==> src/rtl/regfile_dump_reader_if.sv <==
// Output stream bundle for regfile_dump_reader: one register entry per handshake.
// master drives valid/data/index/last and samples ready; slave is the consumer.
interface regfile_dump_reader_if #(
    parameter int DATA_WIDTH = 16,
    parameter int ADDR_WIDTH = 4
) ();
    logic                  out_valid;
    logic                  out_ready;
    logic [DATA_WIDTH-1:0] out_data;
    logic [ADDR_WIDTH-1:0] out_index;
    logic                  out_last;

    modport master (
        output out_valid,
        input  out_ready,
        output out_data,
        output out_index,
        output out_last
    );

    modport slave (
        input  out_valid,
        output out_ready,
        input  out_data,
        input  out_index,
        input  out_last
    );
endinterface

==> src/rtl/regfile_dump_reader.sv <==
// Debug dump engine: walks registers 0..NUM_REGS-1 through one read port and
// streams each sampled value on bus (valid/ready). Ports: clk, rst_n (async
// active-low), start/abort requests, rf_addr/rf_data read port, bus master
// stream, busy (not IDLE) and done (one-cycle pulse after the last entry).
module regfile_dump_reader #(
    parameter int DATA_WIDTH = 16,
    parameter int ADDR_WIDTH = 4,
    parameter int NUM_REGS   = 16
) (
    input  logic                  clk,
    input  logic                  rst_n,
    input  logic                  start,
    input  logic                  abort,
    output logic [ADDR_WIDTH-1:0] rf_addr,
    input  logic [DATA_WIDTH-1:0] rf_data,
    regfile_dump_reader_if.master bus,
    output logic                  busy,
    output logic                  done
);

    typedef enum logic [1:0] {
        S_IDLE,
        S_READ,
        S_SEND,
        S_DONE
    } state_t;

    localparam logic [ADDR_WIDTH-1:0] LAST_IDX = ADDR_WIDTH'(NUM_REGS - 1);

    state_t                r_state;
    logic [ADDR_WIDTH-1:0] r_cnt;
    logic [DATA_WIDTH-1:0] r_data;
    logic [ADDR_WIDTH-1:0] r_index;
    logic                  r_valid;
    logic                  r_last;
    logic                  r_busy;
    logic                  r_done;

    // The counter is cleared whenever IDLE is entered, so it doubles as the
    // read address and holds 0 while idle.
    assign rf_addr       = r_cnt;
    assign bus.out_valid = r_valid;
    assign bus.out_data  = r_data;
    assign bus.out_index = r_index;
    assign bus.out_last  = r_last;
    assign busy          = r_busy;
    assign done          = r_done;

    always_ff @(posedge clk or negedge rst_n) begin
        if (!rst_n) begin
            r_state <= S_IDLE;
            r_cnt   <= '0;
            r_data  <= '0;
            r_index <= '0;
            r_valid <= 1'b0;
            r_last  <= 1'b0;
            r_busy  <= 1'b0;
            r_done  <= 1'b0;
        end else begin
            r_done <= 1'b0;
            if (r_state != S_IDLE && abort) begin
                // Cancel wins over any handshake; last entry fields are kept.
                r_state <= S_IDLE;
                r_cnt   <= '0;
                r_valid <= 1'b0;
                r_last  <= 1'b0;
                r_busy  <= 1'b0;
            end else begin
                unique case (r_state)
                    S_IDLE: begin
                        if (start && !abort) begin
                            r_state <= S_READ;
                            r_cnt   <= '0;
                            r_busy  <= 1'b1;
                        end
                    end
                    S_READ: begin
                        r_data  <= rf_data;
                        r_index <= r_cnt;
                        r_last  <= (r_cnt == LAST_IDX);
                        r_valid <= 1'b1;
                        r_state <= S_SEND;
                    end
                    S_SEND: begin
                        if (bus.out_ready) begin
                            r_valid <= 1'b0;
                            if (r_last) begin
                                r_state <= S_DONE;
                                r_done  <= 1'b1;
                            end else begin
                                r_cnt   <= r_cnt + 1'b1;
                                r_state <= S_READ;
                            end
                        end
                    end
                    S_DONE: begin
                        r_state <= S_IDLE;
                        r_cnt   <= '0;
                        r_last  <= 1'b0;
                        r_busy  <= 1'b0;
                    end
                    default: begin
                        r_state <= S_IDLE;
                        r_cnt   <= '0;
                        r_valid <= 1'b0;
                        r_last  <= 1'b0;
                        r_busy  <= 1'b0;
                    end
                endcase
            end
        end
    end

endmodule

==> src/flat_wrapper.sv <==
// flat-port wrapper written by rule: the top's interface ports become plain ports
module regfile_dump_reader_flat 
#(
    parameter int DATA_WIDTH = 16,
    parameter int ADDR_WIDTH = 4,
    parameter int NUM_REGS   = 16
)
  (clk, rst_n, start, abort, rf_addr, rf_data, busy, done, bus_out_valid, bus_out_ready, bus_out_data, bus_out_index, bus_out_last);
  regfile_dump_reader_if #(.DATA_WIDTH(DATA_WIDTH), .ADDR_WIDTH(ADDR_WIDTH)) bus_i ();
  input  logic clk;
  input  logic rst_n;
  input  logic start;
  input  logic abort;
  output logic [ADDR_WIDTH-1:0] rf_addr;
  input  logic [DATA_WIDTH-1:0] rf_data;
  output logic busy;
  output logic done;
  output wire logic [$bits(bus_i.out_valid)-1:0] bus_out_valid;
  input wire logic [$bits(bus_i.out_ready)-1:0] bus_out_ready;
  output wire logic [$bits(bus_i.out_data)-1:0] bus_out_data;
  output wire logic [$bits(bus_i.out_index)-1:0] bus_out_index;
  output wire logic [$bits(bus_i.out_last)-1:0] bus_out_last;
  assign bus_out_valid = bus_i.out_valid;
  assign bus_i.out_ready = bus_out_ready;
  assign bus_out_data = bus_i.out_data;
  assign bus_out_index = bus_i.out_index;
  assign bus_out_last = bus_i.out_last;
  regfile_dump_reader #(.DATA_WIDTH(DATA_WIDTH), .ADDR_WIDTH(ADDR_WIDTH), .NUM_REGS(NUM_REGS)) u_core (.clk(clk), .rst_n(rst_n), .start(start), .abort(abort), .rf_addr(rf_addr), .rf_data(rf_data), .bus(bus_i), .busy(busy), .done(done));
endmodule
==> config.mk <==
export PLATFORM = sky130hd
export DESIGN_NAME = regfile_dump_reader_flat
export DESIGN_NICKNAME = d
export VERILOG_FILES = /design/src/rtl/regfile_dump_reader_if.sv /design/src/rtl/regfile_dump_reader.sv /design/src/flat_wrapper.sv
export SDC_FILE = /design/constraint.sdc
export NUM_CORES = 1
export LEC_CHECK = 0
export CAP_MARGIN = 25
export CORE_MARGIN = 10
export CORE_UTILIZATION = 47
export CTS_CLUSTER_DIAMETER = 200
export CTS_CLUSTER_SIZE = 10
export DETAILED_ROUTE_END_ITERATION = 8
export PLACE_DENSITY = 0.92
export SLEW_MARGIN = 10
export SYNTH_ARGS = -nofsm -noshare
export SYNTH_HDL_FRONTEND = slang
export SYNTH_SLANG_ARGS = --single-unit
==> constraint.sdc <==
create_clock -name clk -period 4.1 [get_ports clk]
set_input_delay 0.41 -clock clk [delete_from_list [all_inputs] [get_ports clk]]
set_output_delay 0.41 -clock clk [all_outputs]
set_load 0.05 [all_outputs]
# After elaboration in Yosys (flattened, before gate mapping)
# Cells that the tools add are included.
[word_totals] register_bits=30 output_inout_bits=28 elab_cells=53
[classes] addsub=1 eq_ne=7 muxes=22 n_bitwise=1 reduce_logical=14
[ops] operator="2-to-1 mux 4 bit" n=4
[ops] operator="case mux 4 bit (3 select lines)" n=1
[ops] operator="2-to-1 mux 1 bit" n=9
[ops] operator="nonzero test 3 bit" n=3
[ops] operator="2-to-1 mux 2 bit" n=4
[ops] operator="case mux 2 bit (4 select lines)" n=1
[ops] operator="AND reduction 2 bit" n=4
[ops] operator="case mux 1 bit (2 select lines)" n=3
[ops] operator="adder 4 x 1 -> 4 bit, second input constant" n=1
[ops] operator="== test 2 bit, second input constant" n=2
[ops] operator="== test 4 bit, second input constant" n=1
[ops] operator="AND reduction 4 bit" n=1
[ops] operator="nonzero test 4 bit" n=1
[ops] operator="inequality test 3 x 1 -> 1 bit, second input constant" n=1
[ops] operator="inequality test 3 x 2 -> 1 bit, second input constant" n=1
[ops] operator="inequality test 3 bit, second input constant" n=1
[ops] operator="== test 2 x 1 -> 1 bit, second input constant" n=1
[ops] operator="logical AND 1 bit" n=2
[ops] operator="zero test 2 bit" n=1
[ops] operator="nonzero test 2 bit" n=1
[ops] operator="zero test 1 bit" n=1
[ops] operator="NOT 1 bit" n=1

# Longest topological paths before layout
# Gate-level depths: netlist (run 1).
[depth] ltp_word=5 ltp_mapped=5 mapped_depth_nobuf=4

# Worst setup path before layout (run 1)
# Ideal clock, no wire load.
[synth_path] path_type="register to register" start="register u_core.r_last (netlist: u_core.bus.out_last)" end="register u_core.r_cnt[3] (netlist: u_core.rf_addr[3])" setup_ns=0.121 arrival_ns=1.397 t_required_ns=3.979 setup_slack_ns=2.582 path_stages_with_launch=5 path_cell_list="dfrtp_1 > and2b_1 > nor3_4 > or2_4 > a22o_1"
[synth_between] elab_chain_cells=2
[synth_lines] item="start: declaration" line_no="regfile_dump_reader.sv:35" rtl="logic r_last;"
[synth_lines] item="start signal: assignment" line_no="regfile_dump_reader.sv:80" rtl="r_last <= (r_cnt == LAST_IDX);"
[synth_lines] item="inequality test 3 bit (no source line)"
[synth_lines] item="AND reduction 4 bit (no source line)"
[synth_lines] item="end signal: assignment" line_no="regfile_dump_reader.sv:91" rtl="r_cnt <= r_cnt + 1'b1;"
[synth_lines] item="end: declaration" line_no="regfile_dump_reader.sv:31" rtl="logic [ADDR_WIDTH-1:0] r_cnt;"
# Every way passes these cells.
# A chain may end at the register's enable or synchronous reset.

# Worst setup path after layout (run 1)
[layout_path] start="register u_core.r_cnt[0] (netlist: u_core.rf_addr[0])" end="output rf_addr[0]"
[layout_lines] item="end: declaration" line_no="flat_wrapper.sv:14" rtl="output logic [ADDR_WIDTH-1:0] rf_addr;"
# No word-level cell between the ends.

==> results of run 1 <==
-- per-layer routing --
| layer | up-vias | wire length (um) | GRT usage | share of wire |
|---|---|---|---|---|
| met1 | 468 | 1180 | 0.130 | 0.37 |
| met2 | 39 | 1570 | 0.195 | 0.49 |
| li1 | 445 | - | - | - |
| met4 | 0 | 42 | 0.0600 | 0.013 |
| met5 | - | 0 | 0 | 0 |
| met3 | 5 | 392 | 0.0754 | 0.12 |
-- state kept, by name, indices dropped and copies added (netlist names) --
register,count
u_core.bus.out_data,16
u_core.done,1
u_core.bus.out_last,1
u_core.busy,1
u_core.bus.out_index,4
u_core.rf_addr,4
u_core.r_state,2
u_core.bus.out_valid,1
-- layout make-up --
type | count | area, um2
fill | 189 | 827
sequential | 30 | 751
multi-input combinational | 59 | 529
timing repair buffer | 50 | 503
clock inverter | 3 | 40.0
tap | 31 | 38.8
clock buffer | 5 | 37.5
inverter | 2 | 7.51
-- worst paths after layout --
check	start	end	slack (ns)	cells after the start
hold reg to reg	u_core.bus.out_data[10]$_DFFE_PN0P_	u_core.bus.out_data[10]$_DFFE_PN0P_	0.51	1
setup reg to reg	u_core.r_state[1]$_DFFE_PN0P_	u_core.bus.out_index[2]$_DFFE_PN0P_	2.40	4
setup / recovery	u_core.rf_addr[0]$_DFFE_PN0P_	rf_addr[0]	2.04	1
hold / removal	rst_n	u_core.bus.out_index[3]$_DFFE_PN0P_	0.45	2
min in group clk	u_core.bus.out_data[10]$_DFFE_PN0P_	u_core.bus.out_data[10]$_DFFE_PN0P_	0.51	1
max in group asynchronous	rst_n	u_core.bus.out_data[5]$_DFFE_PN0P_	3.38	2
-- cells in the final DEF, fill, tap and decap left out, types with 2 or more instances in the layout --
| cell | synthesis | routed |
|---|---|---|
| dfrtp_1 | 30 | 30 |
| clkbuf_4 | 0 | 5 |
| o21ai_0 | 4 | 4 |
| nand2_1 | 3 | 3 |
| nor2_1 | 2 | 2 |
| mux2_2 | 20 | 20 |
| clkinv_2 | 0 | 2 |
| o22ai_1 | 2 | 2 |
| inv_1 | 2 | 2 |
| clkdlybuf4s50_1 | 0 | 48 |
-- power by group through the flow --
| stage | Clock, mW | Combinational [mW] | Sequential [mW] |
|---|---|---|---|
| after global routing | 0.251 | 0.425 | 0.387 |
| after CTS | 0.235 | 0.410 | 0.380 |
| after global placement | 0 | 0.403 | 0.383 |
| after floorplan | 0 | 0.0814 | 0.564 |
| after detailed placement | 0 | 0.409 | 0.386 |
| final | 0.232 | 0.407 | 0.379 |
-- logic make-up after synthesis --
logic type               after synthesis
multiplexers                          21
AND/OR/NAND/NOR                       22
adder cells (fa/ha/maj)                1
AO/OA/AOI/OAI                         15
buffers and inverters                  7
flip-flops                            30
-- through the flow --
| step | instance area (um2) | power (mW) | cells | setup WS, ns | utilization |
|---|---|---|---|---|---|
| global placement | 1810 | 0.786 | 171 | 1.67 | 0.664 |
| CTS | 1890 | 1.03 | 179 | 1.91 | 0.692 |
| floorplan | 1340 | 0.646 | 96 | 2.58 | - |
| finish | 1910 | 1.02 | 180 | 2.04 | 0.697 |
| detailed placement | 1810 | 0.795 | 171 | 1.56 | 0.664 |
| global route | 1910 | 1.06 | 180 | 1.99 | 0.697 |
==> flow_summary.toml, run 1 <==
[run_status]
status = "complete, no violations"

[placement]
hpwlAfterDp_um = 2470
io_buffers = 48
place.gp.congestion = 0.848

[sta]
max_slew_margin = 0.640
fmax_mhz = 486
finalCritPeriodShare = 0.502
fin_hold_ws_ns = 0.451
grt_setup_unrepaired = "no"
drv_slew = 0
worst_pin_slew_ns = 0.539
fin_worst_skew_ns = 0.00684
hold_viol = 0
setup_violations = 0
min_period_ns = 2.06
fin_setup_tns_ns = 0

[layout]
drive_gt1_frac = 0.262
syn_to_final_growth_pct = 42.7
fin_nets = 170
antennaDiodeCount = 0

[critical_path]
cp_top_family = "buffers and inverters"
worstPathArrival_ns = 1.65
cp_data_required_time_ns = 3.69
path_max_fanout = 6
critical_path_class = "flip-flop to primary output"
critPathMaxStageDelay_ns = 0.85
crit_chain = "clkdlybuf4s50_1"
crit_path_end_kind = "primary output"
cp_num_buf_inv = 1
worstSetupStartpointType = "flip-flop"
crit_path_top_delay_cell = "clkdlybuf4s50_1"

[clock_tree]
cts.sinks = 30
cts_setup_buffers = 0
clk_pin_slew_worst_paths_ns = 0.10
clockBufferDepth = 2
cts_root_buffer = "clkbuf_4"
cts-htree-levels = 2
cts_buffers = 5
cts_hold_buf = 0
cts.repair.resized = 0
cts_tree = "done"
insertion_delay_ns = 0.33

[detailed_routing]
drtAntennaViolNets = 0
vias_per_cell = 5.32
drtPass1Iterations = 4
wl_per_cell_um = 17.7
drc = 0
drtIter0Drc = 20
vias = 957
drt_wl_total_um = 3190

[power]
ir_drop_mv = 0.501
p_clk_frac = 0.228
power_density_nw_per_um2 = 534
power_frac_comb = 0.400
p_seq_frac = 0.373
p_int_mw = 0.629
p_leak_nw = 0.820
switching_power_mw = 0.389
sw_frac_of_total = 0.382

[yosys]
synthAdderAreaFrac = 0.00936
yosys-top-cells-area = "dfrtp_1, mux2_2, buf_6, o21ai_0, o22ai_4"
yosysMostFrequentCell = "dfrtp_1"
muxShareOfSynthArea = 0.176
ys_warn_count = 0
synth_top_area_frac = 0.562
syn_area_um2 = 1340
syn-num-nets = 118
ys_ff_latch = 30
synth_top_family_by_area = "multiplexers"
synth_edf_count = 0
async_reset_ff_frac = 1.00
yosys.area.top_type = "dfrtp_1"
syn_inst = 96
yosysUniqueCellTypes = 37
syn_avg_cell_area_um2 = 13.9
synthTopCellsByCount = "dfrtp_1, mux2_2, o21ai_0"
synth-main-ff-cell = "dfrtp_1"
seq_area_frac_synth = 0.562
synth_simple_gate_area_share = 0.122
synth-xor-area-share = 0
synth_compound_area_frac = 0.0890

[grt]
grt_pass1_vias = 1036
gr-total-overflow = 0
grt_pass1_wl_um = 5200
globalRouteTotalUtil = 0.125
grt_max_degree = 31
antenna_found_initial = 0

[die]
die_w_um = 73.3
die-height_um = 73.3
row_count = 19
boundaryPins = 49
coreArea_um2 = 2730
dieArea_um2 = 5380
start_util = 0.489

[flow_run]
drv_cap = 0

[min_path]
hold_class = "input port to async pin"
No activity file was read; power rests on OpenSTA's default activity.
==> run 2, diff against run 1 <==
Settings changed: CORE_UTILIZATION 47 to 43, PLACE_DENSITY 0.92 to 0.86.
Clock period 4.1 ns to 1.95 ns, I/O delays scaled along.
==> flow_summary.toml, run 2 (synthesized netlist as in run 1, its figures left out) <==
[detailed_routing]
drtIter0Drc = 46
drtPass1Iterations = 4
drt_wl_total_um = 3020
wl_per_cell_um = 16.4
drtAntennaViolNets = 0
vias = 947
vias_per_cell = 5.15
drc = 0

[clock_tree]
cts_root_buffer = "clkbuf_4"
cts.repair.resized = 0
cts.sinks = 30
cts-htree-levels = 2
insertion_delay_ns = 0.32
clk_pin_slew_worst_paths_ns = 0.09
clockBufferDepth = 2
cts_tree = "done"
cts_hold_buf = 0
cts_buffers = 5
cts_setup_buffers = 0

[placement]
hpwlAfterDp_um = 2340
dp_cells = 176
place.gp.congestion = 0.752
io_buffers = 48

[die]
die_w_um = 75.7
coreArea_um2 = 3000
die-height_um = 75.7
boundaryPins = 49
row_count = 20
dieArea_um2 = 5740
start_util = 0.445

[layout]
largest_reg_flops = 16
fillCellCount = 273
syn_to_final_growth_pct = 42.1
layout_common_cells = "clkdlybuf4s50_1, dfrtp_1, mux2_2, clkbuf_4"
fin_nets = 172
antennaDiodeCount = 0
fin_util = 0.633
fin_cells = 184
mostFrequentLayoutCell = "clkdlybuf4s50_1"
drive_gt1_frac = 0.265

[power]
power_frac_comb = 0.423
p_clk_frac = 0.185
power_mw = 2.02
p_int_mw = 1.23
switching_power_mw = 0.790
p_leak_nw = 0.818
p_seq_frac = 0.392
sw_frac_of_total = 0.391
power_density_nw_per_um2 = 1070
ir_drop_mv = 0.662

[sta]
grt_setup_unrepaired = "no"
finalCritPeriodShare = 0.944
drv_slew = 0
fmax_mhz = 543
max_slew_margin = 0.643
worst_pin_slew_ns = 0.533
hold_viol = 0
setup_violations = 0
min_period_ns = 1.84
fin_hold_ws_ns = 0.242
fin_worst_skew_ns = 0.00940
fin_setup_tns_ns = 0

[critical_path]
r2r-start = "u_core.r_state[1]$_DFFE_PN0P_"
worstPathArrival_ns = 1.65
cp_data_required_time_ns = 1.75
crit_path_top_delay_cell = "clkdlybuf4s50_1"
critical_path_class = "flip-flop to primary output"
cp_num_buf_inv = 1
crit_chain = "clkdlybuf4s50_1"
critPathMaxStageDelay_ns = 0.85
r2r_slack_ns = 0.43
crit_path_end_kind = "primary output"
worstSetupStartpointType = "flip-flop"
path_max_fanout = 6
worstReg2RegEnd = "u_core.bus.out_data[2]$_DFFE_PN0P_"
cp_top_family = "buffers and inverters"
worst_r2r_path_depth = 4

[grt]
grt_pass1_wl_um = 4820
gr-total-overflow = 0
grt_pass1_vias = 1009
globalRouteTotalUtil = 0.111
antenna_found_initial = 0
grt_max_degree = 31

[run_status]
status = "complete, no violations"

[flow_run]
drv_cap = 0

[min_path]
hold_class = "input port to async pin"
## run 2: through the flow
stage	setup WS [ns]	area (um2)
after detailed placement	0.270	1840
after floorplan	0.432	1340
after global placement	0.307	1840
after CTS	0.0839	1900
final	0.109	1900
after global routing	0.0376	1900
## run 2: power groups by stage
stage	Sequential, mW	Clock [mW]	Combinational (mW)
3_3_place_gp	0.801	0	0.853
4_1_cts	0.796	0.387	0.865
5_1_grt	0.810	0.424	0.897
6_report	0.794	0.375	0.855
2_1_floorplan	1.19	0	0.171
3_5_place_dp	0.809	0	0.863
## run 2: layout make-up
| type | instances | area (um2) | share of cell area |
|---|---|---|---|
| Inverter | 2 | 7.51 | 0.00395 |
| Sequential cell | 30 | 751 | 0.395 |
| Timing Repair Buffer | 52 | 510 | 0.269 |
| Clock buffer | 7 | 55.1 | 0.0290 |
| Tap cell | 33 | 41.3 | 0.0217 |
| Multi-Input combinational cell | 59 | 529 | 0.279 |
| Clock inverter | 1 | 5.00 | 0.00264 |
## run 2: how the worst max path moves through the flow
stage | from | endpoint | slack [ns] | cells past startpoint
after floorplan | u_core.bus.out_last$_DFFE_PN0P_ | u_core.rf_addr[3]$_DFFE_PN0P_ | 0.43 | 4
after global placement | abort | u_core.bus.out_data[9]$_DFFE_PN0P_ | 0.31 | 5
after detailed placement | abort | u_core.bus.out_data[7]$_DFFE_PN0P_ | 0.27 | 5
after CTS | u_core.rf_addr[0]$_DFFE_PN0P_ | rf_addr[0] | 0.08 | 1
after global routing | u_core.rf_addr[0]$_DFFE_PN0P_ | rf_addr[0] | 0.04 | 1
final | u_core.rf_addr[0]$_DFFE_PN0P_ | rf_addr[0] | 0.11 | 1
## run 2: layer usage
layer  routed length (um)  GRT usage  vias to the layer above
met5                    0          0                        -
met4                   13     0.0309                        0
met3                  330     0.0729                        2
met2                 1460      0.184                       34
met1                 1220      0.113                      460
li1                     -          -                      451
==> run 3, diff against run 2 <==
Settings changed: CAP_MARGIN 25 to 20, SETUP_SLACK_MARGIN set to 0.15.
==> flow_summary.toml, run 3 (synthesized netlist as in run 1, its figures left out) <==
[power]
p_clk_frac = 0.185
power_frac_comb = 0.422
p_leak_nw = 0.851
ir_drop_mv = 0.662
p_int_mw = 1.23
sw_frac_of_total = 0.391
power_density_nw_per_um2 = 1070
switching_power_mw = 0.790
p_seq_frac = 0.392

[layout]
mostFrequentLayoutCell = "clkdlybuf4s50_1"
fin_nets = 172
drive_gt1_frac = 0.265
antennaDiodeCount = 0
syn_to_final_growth_pct = 42.0
layout_common_cells = "clkdlybuf4s50_1, dfrtp_1, mux2_2, clkbuf_4"
largest_reg_flops = 16

[die]
boundaryPins = 49
coreArea_um2 = 3000
row_count = 20
start_util = 0.445
die_w_um = 75.7
die-height_um = 75.7
dieArea_um2 = 5740

[critical_path]
r2r-start = "u_core.r_state[1]$_DFFE_PN0P_"
critPathMaxStageDelay_ns = 0.82
cp_num_buf_inv = 1
cp_top_family = "buffers and inverters"
crit_path_top_delay_cell = "clkdlybuf4s50_1"
critical_path_class = "flip-flop to primary output"
crit_start = "u_core.bus.out_last$_DFFE_PN0P_"
crit_path_end_kind = "primary output"
path_max_fanout = 4
worstSetupStartpointType = "flip-flop"
crit_chain = "clkdlybuf4s50_1"
worstPathArrival_ns = 1.53
cp_data_required_time_ns = 1.75

[placement]
place.gp.congestion = 0.752
io_buffers = 48
dp_slack_ns = 0.270
hpwlAfterDp_um = 2340

[detailed_routing]
drtPass1Iterations = 4
vias_per_cell = 5.15
drt_wl_total_um = 3020
drtAntennaViolNets = 0
drtIter0Drc = 46
vias = 947
drc = 0
wl_per_cell_um = 16.4

[grt]
grt_pass1_wl_um = 4820
gr-total-overflow = 0
grt_pass1_vias = 1009
globalRouteTotalUtil = 0.111
grt_max_degree = 31
antenna_found_initial = 0

[clock_tree]
cts_setup_buffers = 0
cts-htree-levels = 2
cts_buffers = 5
clk_pin_slew_worst_paths_ns = 0.09
cts_tree = "done"
cts_root_buffer = "clkbuf_4"
cts_hold_buf = 0
clockBufferDepth = 2
insertion_delay_ns = 0.32
cts.sinks = 30

[run_status]
status = "complete, no violations"

[sta]
hold_viol = 0
setup_violations = 0
setup_slack_ns = 0.226
finalCritPeriodShare = 0.884
grt_setup_unrepaired = "no"
min_period_ns = 1.72
max_slew_margin = 0.643
worst_pin_slew_ns = 0.533
fmax_mhz = 580
fin_setup_tns_ns = 0
drv_slew = 0
fin_worst_skew_ns = 0.00938

[flow_run]
drv_cap = 0

[min_path]
hold_class = "input port to async pin"
[run 3: routing by layer]
metal	track usage	vias up	wire length, um
met1	0.113	460	1220
met5	0	-	0
li1	-	451	-
met3	0.0729	2	330
met2	0.184	34	1460
met4	0.0309	0	13
[run 3: path summary, 6_finish.rpt]
| check | endpoint | slack [ns] | depth (start not counted) |
|---|---|---|---|
| worst max-delay path | bus_out_last | 0.23 | 1 |
| worst min-delay path | u_core.rf_addr[0]$_DFFE_PN0P_ | 0.24 | 2 |
| worst min register to register | u_core.bus.out_data[13]$_DFFE_PN0P_ | 0.51 | 1 |
| min in group clk | u_core.bus.out_data[6]$_DFFE_PN0P_ | 0.49 | 2 |
| worst max register to register | u_core.bus.out_data[2]$_DFFE_PN0P_ | 0.43 | 4 |
| max in group asynchronous | u_core.bus.out_data[2]$_DFFE_PN0P_ | 1.42 | 2 |
[run 3: area by class of cell]
type	count	area, um2
fillers	273	1100
flip-flops and latches	30	751
multi-input cells	59	529
repair buffers	52	509
clock buffers	7	55.1
well taps	33	41.3
inverters	2	7.51
clock inverters	1	5.00
[run 3: stage by stage]
stage	instance area (um2)	total power, mW	hold slack [ns]	cells	util
after floorplan	1340	1.36	-0.101	96	-
after global placement	1840	1.65	0.489	176	0.613
after detailed placement	1840	1.67	0.495	176	0.613
after CTS	1900	2.05	0.247	184	0.631
after global routing	1900	2.13	0.260	184	0.632
final	1900	2.02	0.242	184	0.632
[run 3: power groups by stage]
stage                     registers (mW)  logic, mW  clock network [mW]
after floorplan                     1.19      0.171                   0
after global placement             0.801      0.853                   0
after detailed placement           0.809      0.863                   0
after CTS                          0.796      0.864               0.387
after global routing               0.810      0.896               0.424
final                              0.794      0.854               0.375
[run 3: what timing repair did]
action | in CTS | in global routing
endpoints found under the hold margin | 0 | 0
resized for setup | 3 | 1
setup endpoints to repair | 3 | 1
